`src/rtl/ysyx_25080222_perf_pkg.sv`:
```
// ysyx_25080222_perf_pkg
// Shared constants for the performance-counter bank:
//   - counter index map (PERF_CYCLES .. PERF_IC_MISS), NUM_CTR, PERF_OVF_IDX
//   - latency tracker state encoding
package ysyx_25080222_perf_pkg;

  localparam logic [3:0] PERF_CYCLES    = 4'd0;
  localparam logic [3:0] PERF_IFU_FETCH = 4'd1;
  localparam logic [3:0] PERF_IFU_LAT   = 4'd2;
  localparam logic [3:0] PERF_LSU_LOAD  = 4'd3;
  localparam logic [3:0] PERF_LSU_STORE = 4'd4;
  localparam logic [3:0] PERF_LSU_LAT   = 4'd5;
  localparam logic [3:0] PERF_ALU       = 4'd6;
  localparam logic [3:0] PERF_CSR       = 4'd7;
  localparam logic [3:0] PERF_IC_HIT    = 4'd8;
  localparam logic [3:0] PERF_IC_MISS   = 4'd9;

  localparam int unsigned NUM_CTR = 10;

  // Index that exposes the overflow vector when the overflow feature is built in.
  localparam logic [3:0] PERF_OVF_IDX = 4'd15;

  typedef enum logic {
    LAT_IDLE = 1'b0,
    LAT_BUSY = 1'b1
  } lat_state_e;

endpackage

```
`src/rtl/ysyx_25080222_perf_lat_tracker.sv`:
```
// ysyx_25080222_perf_lat_tracker
// Tracks one outstanding request and emits a per-cycle latency increment
// while the request is in flight.
// Ports:
//   clk, rst      clock, synchronous active-high reset
//   start, done   request issue / completion pulses
//   freeze        suppress latency increments (counting frozen)
//   clr           return to IDLE
//   busy          request outstanding
//   lat_inc       add one latency cycle this cycle
//   err           start seen while a request is already outstanding
//
// state    | meaning
// LAT_IDLE | no request outstanding
// LAT_BUSY | request issued, waiting for done; every cycle adds latency
module ysyx_25080222_perf_lat_tracker
  import ysyx_25080222_perf_pkg::*;
(
  input  logic clk,
  input  logic rst,
  input  logic start,
  input  logic done,
  input  logic freeze,
  input  logic clr,
  output logic busy,
  output logic lat_inc,
  output logic err
);

  lat_state_e r_state;
  lat_state_e w_state_nxt;

  always_ff @(posedge clk) begin
    if (rst || clr) r_state <= LAT_IDLE;
    else            r_state <= w_state_nxt;
  end

  always_comb begin
    w_state_nxt = r_state;
    busy        = 1'b0;
    lat_inc     = 1'b0;
    err         = 1'b0;
    case (r_state)
      LAT_IDLE: begin
        // start and done together completes immediately with zero latency
        if (start && !done) w_state_nxt = LAT_BUSY;
      end
      LAT_BUSY: begin
        busy    = 1'b1;
        lat_inc = !freeze;
        err     = start && !done;
        // done with a new start is a back-to-back request: stay BUSY
        if (done && !start) w_state_nxt = LAT_IDLE;
      end
      default: w_state_nxt = LAT_IDLE;
    endcase
  end

endmodule

```
`src/rtl/ysyx_25080222_perf_ctr.sv`:
```
// ysyx_25080222_perf_ctr
// Synthesizable performance-counter bank fed by the core's event pulses.
// Ports:
//   clk, rst                      clock, synchronous active-high reset
//   ifu_start/ifu_done            IFU fetch issue / return
//   lsu_start/lsu_rdone/lsu_wdone LSU issue / read return / write response
//   alu_retire, csr_retire        retire events
//   ic_hit, ic_miss               icache lookup result
//   halt                          ebreak: freezes all counting until rst/clr
//   clr                           clear counters, flags and trackers
//   rd_req/rd_idx                 read request (always accepted)
//   rd_valid/rd_data/rd_err       read response, one cycle after request
//   proto_err                     sticky: start seen while a tracker busy
//   frozen                        counting frozen by halt
// Build option: PERF_OVERFLOW_FLAG_EN adds a sticky per-counter wrap flag,
// readable as a vector at index 15.
module ysyx_25080222_perf_ctr
  import ysyx_25080222_perf_pkg::*;
#(
  parameter int CNT_W = 32
) (
  input  logic             clk,
  input  logic             rst,
  input  logic             ifu_start,
  input  logic             ifu_done,
  input  logic             lsu_start,
  input  logic             lsu_rdone,
  input  logic             lsu_wdone,
  input  logic             alu_retire,
  input  logic             csr_retire,
  input  logic             ic_hit,
  input  logic             ic_miss,
  input  logic             halt,
  input  logic             clr,
  input  logic             rd_req,
  input  logic [3:0]       rd_idx,
  output logic             rd_valid,
  output logic [CNT_W-1:0] rd_data,
  output logic             rd_err,
  output logic             proto_err,
  output logic             frozen
);

  localparam logic [CNT_W-1:0] ONE      = CNT_W'(1);
  localparam logic [3:0]       LAST_IDX = 4'(NUM_CTR - 1);

  logic [CNT_W-1:0]   r_cnt [NUM_CTR];
  logic               r_frozen;
  logic               r_proto_err;
  logic               r_rd_valid;
  logic [CNT_W-1:0]   r_rd_data;
  logic               r_rd_err;

  logic [NUM_CTR-1:0] w_evt;
  logic [CNT_W-1:0]   w_rd_data;
  logic               w_rd_err;
  logic               w_lsu_done;
  logic               w_ifu_busy, w_ifu_lat_inc, w_ifu_err;
  logic               w_lsu_busy, w_lsu_lat_inc, w_lsu_err;

  assign w_lsu_done = lsu_rdone | lsu_wdone;

  ysyx_25080222_perf_lat_tracker u_ifu_trk (
    .clk     (clk),
    .rst     (rst),
    .start   (ifu_start),
    .done    (ifu_done),
    .freeze  (r_frozen),
    .clr     (clr),
    .busy    (w_ifu_busy),
    .lat_inc (w_ifu_lat_inc),
    .err     (w_ifu_err)
  );

  ysyx_25080222_perf_lat_tracker u_lsu_trk (
    .clk     (clk),
    .rst     (rst),
    .start   (lsu_start),
    .done    (w_lsu_done),
    .freeze  (r_frozen),
    .clr     (clr),
    .busy    (w_lsu_busy),
    .lat_inc (w_lsu_lat_inc),
    .err     (w_lsu_err)
  );

  always_comb begin
    w_evt                 = '0;
    w_evt[PERF_CYCLES]    = 1'b1;
    w_evt[PERF_IFU_FETCH] = ifu_done;
    w_evt[PERF_IFU_LAT]   = w_ifu_busy & w_ifu_lat_inc;
    w_evt[PERF_LSU_LOAD]  = lsu_rdone;
    w_evt[PERF_LSU_STORE] = lsu_wdone;
    w_evt[PERF_LSU_LAT]   = w_lsu_busy & w_lsu_lat_inc;
    w_evt[PERF_ALU]       = alu_retire;
    w_evt[PERF_CSR]       = csr_retire;
    w_evt[PERF_IC_HIT]    = ic_hit;
    w_evt[PERF_IC_MISS]   = ic_miss;
  end

`ifdef PERF_OVERFLOW_FLAG_EN
  logic               r_ovf [NUM_CTR];
  logic [NUM_CTR-1:0] w_ovf_vec;

  always_comb begin
    w_ovf_vec = '0;
    for (int i = 0; i < int'(NUM_CTR); i++) w_ovf_vec[i] = r_ovf[i];
  end
`endif

  for (genvar g = 0; g < int'(NUM_CTR); g++) begin : g_ctr
    always_ff @(posedge clk) begin
      if (rst || clr)                r_cnt[g] <= '0;
      else if (w_evt[g] && !r_frozen) r_cnt[g] <= r_cnt[g] + ONE;
    end
`ifdef PERF_OVERFLOW_FLAG_EN
    // Set on the increment that takes the counter from all-ones to zero.
    always_ff @(posedge clk) begin
      if (rst || clr)                                       r_ovf[g] <= 1'b0;
      else if (w_evt[g] && !r_frozen && (r_cnt[g] == '1)) r_ovf[g] <= 1'b1;
    end
`endif
  end

  // The halt cycle itself still counts because r_frozen rises only afterwards.
  always_ff @(posedge clk) begin
    if (rst || clr) r_frozen <= 1'b0;
    else if (halt)  r_frozen <= 1'b1;
  end

  always_ff @(posedge clk) begin
    if (rst || clr)                  r_proto_err <= 1'b0;
    else if (w_ifu_err || w_lsu_err) r_proto_err <= 1'b1;
  end

  always_comb begin
    w_rd_data = '0;
    w_rd_err  = 1'b1;
    if (rd_idx <= LAST_IDX) begin
      w_rd_data = r_cnt[rd_idx];
      w_rd_err  = 1'b0;
    end
`ifdef PERF_OVERFLOW_FLAG_EN
    else if (rd_idx == PERF_OVF_IDX) begin
      w_rd_data[NUM_CTR-1:0] = w_ovf_vec;
      w_rd_err               = 1'b0;
    end
`endif
  end

  // Sampling the pre-update counter value makes a read coincident with clr
  // return the pre-clear value.
  always_ff @(posedge clk) begin
    if (rst) begin
      r_rd_valid <= 1'b0;
      r_rd_data  <= '0;
      r_rd_err   <= 1'b0;
    end else begin
      r_rd_valid <= rd_req;
      if (rd_req) begin
        r_rd_data <= w_rd_data;
        r_rd_err  <= w_rd_err;
      end
    end
  end

  assign rd_valid  = r_rd_valid;
  assign rd_data   = r_rd_data;
  assign rd_err    = r_rd_err;
  assign proto_err = r_proto_err;
  assign frozen    = r_frozen;

endmodule

```
`config.mk`:
```
export PLATFORM = sky130hd
export DESIGN_NAME = ysyx_25080222_perf_ctr
export DESIGN_NICKNAME = d
export VERILOG_FILES = /design/src/rtl/ysyx_25080222_perf_pkg.sv /design/src/rtl/ysyx_25080222_perf_lat_tracker.sv /design/src/rtl/ysyx_25080222_perf_ctr.sv
export SDC_FILE = /design/constraint.sdc
export NUM_CORES = 1
export LEC_CHECK = 0
export BUFFER_PORTS_ARGS = -buffer_cell sky130_fd_sc_hd__buf_4
export CAP_MARGIN = 20
export CORE_AREA = 2 2 234 259
export DETAILED_ROUTE_END_ITERATION = 7
export DIE_AREA = 0 0 236 261
export GPL_TIMING_DRIVEN = 0
export PLACE_DENSITY = 0.59
export SETUP_SLACK_MARGIN = 0.05
export SYNTH_ARGS = -nofsm -noshare
export SYNTH_HDL_FRONTEND = slang
export SYNTH_SLANG_ARGS = --single-unit
```
`constraint.sdc`:
```
create_clock -name clk -period 3.2 [get_ports clk]
set_input_delay 0.64 -clock clk [delete_from_list [all_inputs] [get_ports clk]]
set_output_delay 0.64 -clock clk [all_outputs]
set_load 0.01 [all_outputs]
```
==> flow_metrics.tcl <==
set metrics [dict create \
    chipHeight_um 261 \
    finalClockSkew_ns 0.0194 \
    drt_iter0_drc 1522 \
    p_leak_uw 0.00778 \
    worst_setup_path_end_kind "register" \
    peakVddDrop_mv 0.365 \
    finalHoldViolations 0 \
    synth.area.mux_share_pct 10.3 \
    synth-xor-area-share_pct 11.2 \
    post-place-ws_ns -0.252 \
    final_nets 2021 \
    grt_overflow 0 \
    io_buffers 51 \
    min_period_ns 3.00 \
    hold_end "rd_err" \
    synth_edf_count 320 \
    root_buffer "clkbuf_16" \
    seqPwrFrac_pct 50.5 \
    cts_made_buffers 40 \
    via_per_inst 5.58 \
    grtUsageMet1_pct 25.1 \
    dr.pass1.iters 8 \
    dpl.hpwl_um 45600 \
    r2r_end "r_cnt[3][26]" \
    synth_area_per_cell_um2 10.9 \
    use_met3_pct 3.99 \
    grt_use_total_pct 19.1 \
    async_reset_ff_share_pct 0 \
    min_period_over_period_pct 93.8 \
    ant_nets 0 \
    clkTransAtPathRegs_ns 0.06 \
    critPathSlowestCell "dfxtp_1" \
    powerDensity_nw_per_um2 474 \
    critPathRequiredTime_ns 3.50 \
    hold_depth 2 \
    drc 2 \
    areaGrowthSynthToFinish_pct 14.6 \
    grt_pass1_wl_um 89400 \
    ys_seq_area_share_pct 50.6 \
    die_x_um 236 \
    htreeDepth 2 \
    rsz0062_at_grt "no" \
    start_util_pct 34.6 \
    crit_arrival_ns 3.30 \
    gp_congestion 0.944 \
    netlist.area_leader.share_pct 46.9 \
    std_cell_rows 94 \
    r2r_slack_ns 0.20 \
    antenna_found_initial 4 \
    clk_latency_ns 0.58 \
    clkPwrFrac_pct 42.4 \
    dieArea_um2 61600 \
    switching_share_pct 24.6 \
    holdWs_ns 0.291 \
    violations "DRC" \
    synth_ff_type "edfxtp_1" \
    core-area_um2 59200 \
    synth_area_um2 20500 \
    crit_fanout 10 \
    setup_slack_ns 0.198 \
    cp_common_cell "nor2_1" \
    crit_chain "clkbuf_2, nor2_1, nand2_1, clkbuf_1, buf_1, nor2_1" \
    power_frac_comb_pct 7.1 \
    grt_max_degree 30 \
    num_vias 15600 \
    setup_violations 0 \
    totalWireLength_um 58900 \
    synthTopCellsByCount "nor2_1, edfxtp_1, xor2_1" \
    p_switching_uw 2730 \
    cts_buffer_depth 3 \
    hold_start "rst" \
    slowest_delay_ns 0.58 \
    ys_ff_latch 358 \
    synth_top_family_by_area "simple AND/OR/NAND/NOR gates" \
    post_cts_buffers 0 \
    ys_types 53 \
    status "finished, violations left" \
    critPathKind "register to register" \
    grt.met2_usage_pct 30.3 \
    boundaryPins 54 \
    wire_per_inst_um 21.1 \
    fin_util_pct 39.7 \
    layout-drive-gt1-share_pct 11.3 \
    synth_adder_area_share_pct 0.611 \
    cts_tree "built" \
    yosys.area_share.simple_pct 21.5 \
    yosysWarningCount 0 \
    reg2regPathDepth 6 \
    slew_headroom_pct 27.9 \
    finalMaxSlewViolations 0 \
    synth_compound_area_share_pct 3.62 \
    syn_nets 1912 \
    busiest_layer "met2" \
    nFillCells 5632 \
    worst_setup_path_start_kind "register" \
    ctsHoldBuffers 0 \
    synth_largest_area_cell "edfxtp_1" \
    yosysMostFrequentCell "nor2_1" \
    cap_violations 0 \
    synth_area_leaders "edfxtp_1, mux4_2, xor2_1, nor2_1, xnor2_1" \
    cts_resized 1 \
    r2r_start "frozen" \
    fmax_mhz 333 \
    synth_cells 1884 \
    cts.sinks 358 \
    worst_slew_pin_slew_ns 1.08 \
    p_int_uw 8380 \
    min_path_type "primary input to register" \
    grt_pass1_vias 14700 \
]
## registers in the layout (all words and copies together), names as in the netlist
signal,flops
u_lsu_trk.r_state,1
frozen,1
rd_err,1
r_cnt,320
u_ifu_trk.r_state,1
rd_valid,1
rd_data,32
proto_err,1
## power groups by stage
stage	Sequential [uW]	Combinational (uW)	Clock, uW
global placement	5700	734	0
global route	5640	840	4970
CTS	5600	787	4800
floorplan	5580	493	0
detailed placement	5700	784	0
finish	5620	786	4710
## layout by cell type (no fill, tap or decap), types with 4 or more instances in the layout
cell type,instances
and2_1,10
nand2b_1,8
dfxtp_1,38
mux4_2,64
o21ai_0,30
or4_1,7
ha_1,10
or2_2,8
nor4_1,32
o21ai_4,5
xor2_1,163
clkinv_1,5
buf_1,11
clkbuf_16,42
buf_2,11
inv_1,28
clkinv_2,9
a21oi_1,37
bufinv_16,4
and4_1,29
o221ai_1,32
edfxtp_1,320
buf_4,52
buf_16,6
xnor2_1,99
nor3_1,31
and3_1,42
nand4_1,84
nand3_1,117
mux2i_1,65
nor2_1,324
or3_1,33
clkbuf_1,72
nand2_1,147
## cell type report
cell class | instances | area, um^2 | area share (%)
well taps | 768 | 961 | 4.10
inverters | 28 | 105 | 0.448
multi-input cells | 1412 | 9720 | 41.4
repair buffers | 67 | 656 | 2.79
clock buffers | 52 | 1100 | 4.68
plain buffers | 86 | 340 | 1.45
diodes | 1 | 2.50 | 0.0107
flip-flops and latches | 358 | 10400 | 44.2
clock inverters | 21 | 208 | 0.885
## worst max path at each step
stage | from | end | depth (start not counted)
after floorplan | frozen | r_cnt[2][0] | 2
after global placement | frozen | r_cnt[5][14] | 2
after detailed placement | frozen | r_cnt[3][26] | 6
after CTS | frozen | r_cnt[3][15] | 6
after global routing | frozen | r_cnt[3][26] | 6
final | frozen | r_cnt[3][26] | 6
## critical path: cells and delay by family (launching register included)
| family | cells | cell delay [ns] |
|---|---|---|
| DFF | 1 | 0.58 |
| and+or+nand+nor | 3 | 0.73 |
| buffers and inverters | 3 | 1.42 |
## per-stage QoR
stage / area (um^2) / instances / total power [uW] / setup TNS (ns)
floorplan: 20500 / 1884 / 6080 / -7.40
global placement: 21800 / 2703 / 6430 / -122.83
detailed placement: 22100 / 2714 / 6480 / -5.89
CTS: 23400 / 2787 / 11200 / 0
global route: 23500 / 2792 / 11500 / 0
finish: 23500 / 2793 / 11100 / 0
## cell families (layout without fill, tap and decap cells)
family                   count (synthesis)  in the layout
other                                    0              1
AND/OR/NAND/NOR                        894            894
AO/OA/AOI/OAI                          116            116
multiplexers                           130            130
XOR/XNOR                               262            262
flip-flops                             358            358
adder cells (fa/ha/maj)                 10             10
buffers and inverters                  114            254
## layer usage
metal / routed length [um] / share of wire, % / vias up
met1: 24600 / 42 / 7621
li1: - / - / 7195
met2: 26600 / 45 / 635
met3: 5010 / 8.5 / 119
met5: 42 / 0.071 / -
met4: 2720 / 4.6 / 6
Power figures use the tool's default switching activity.
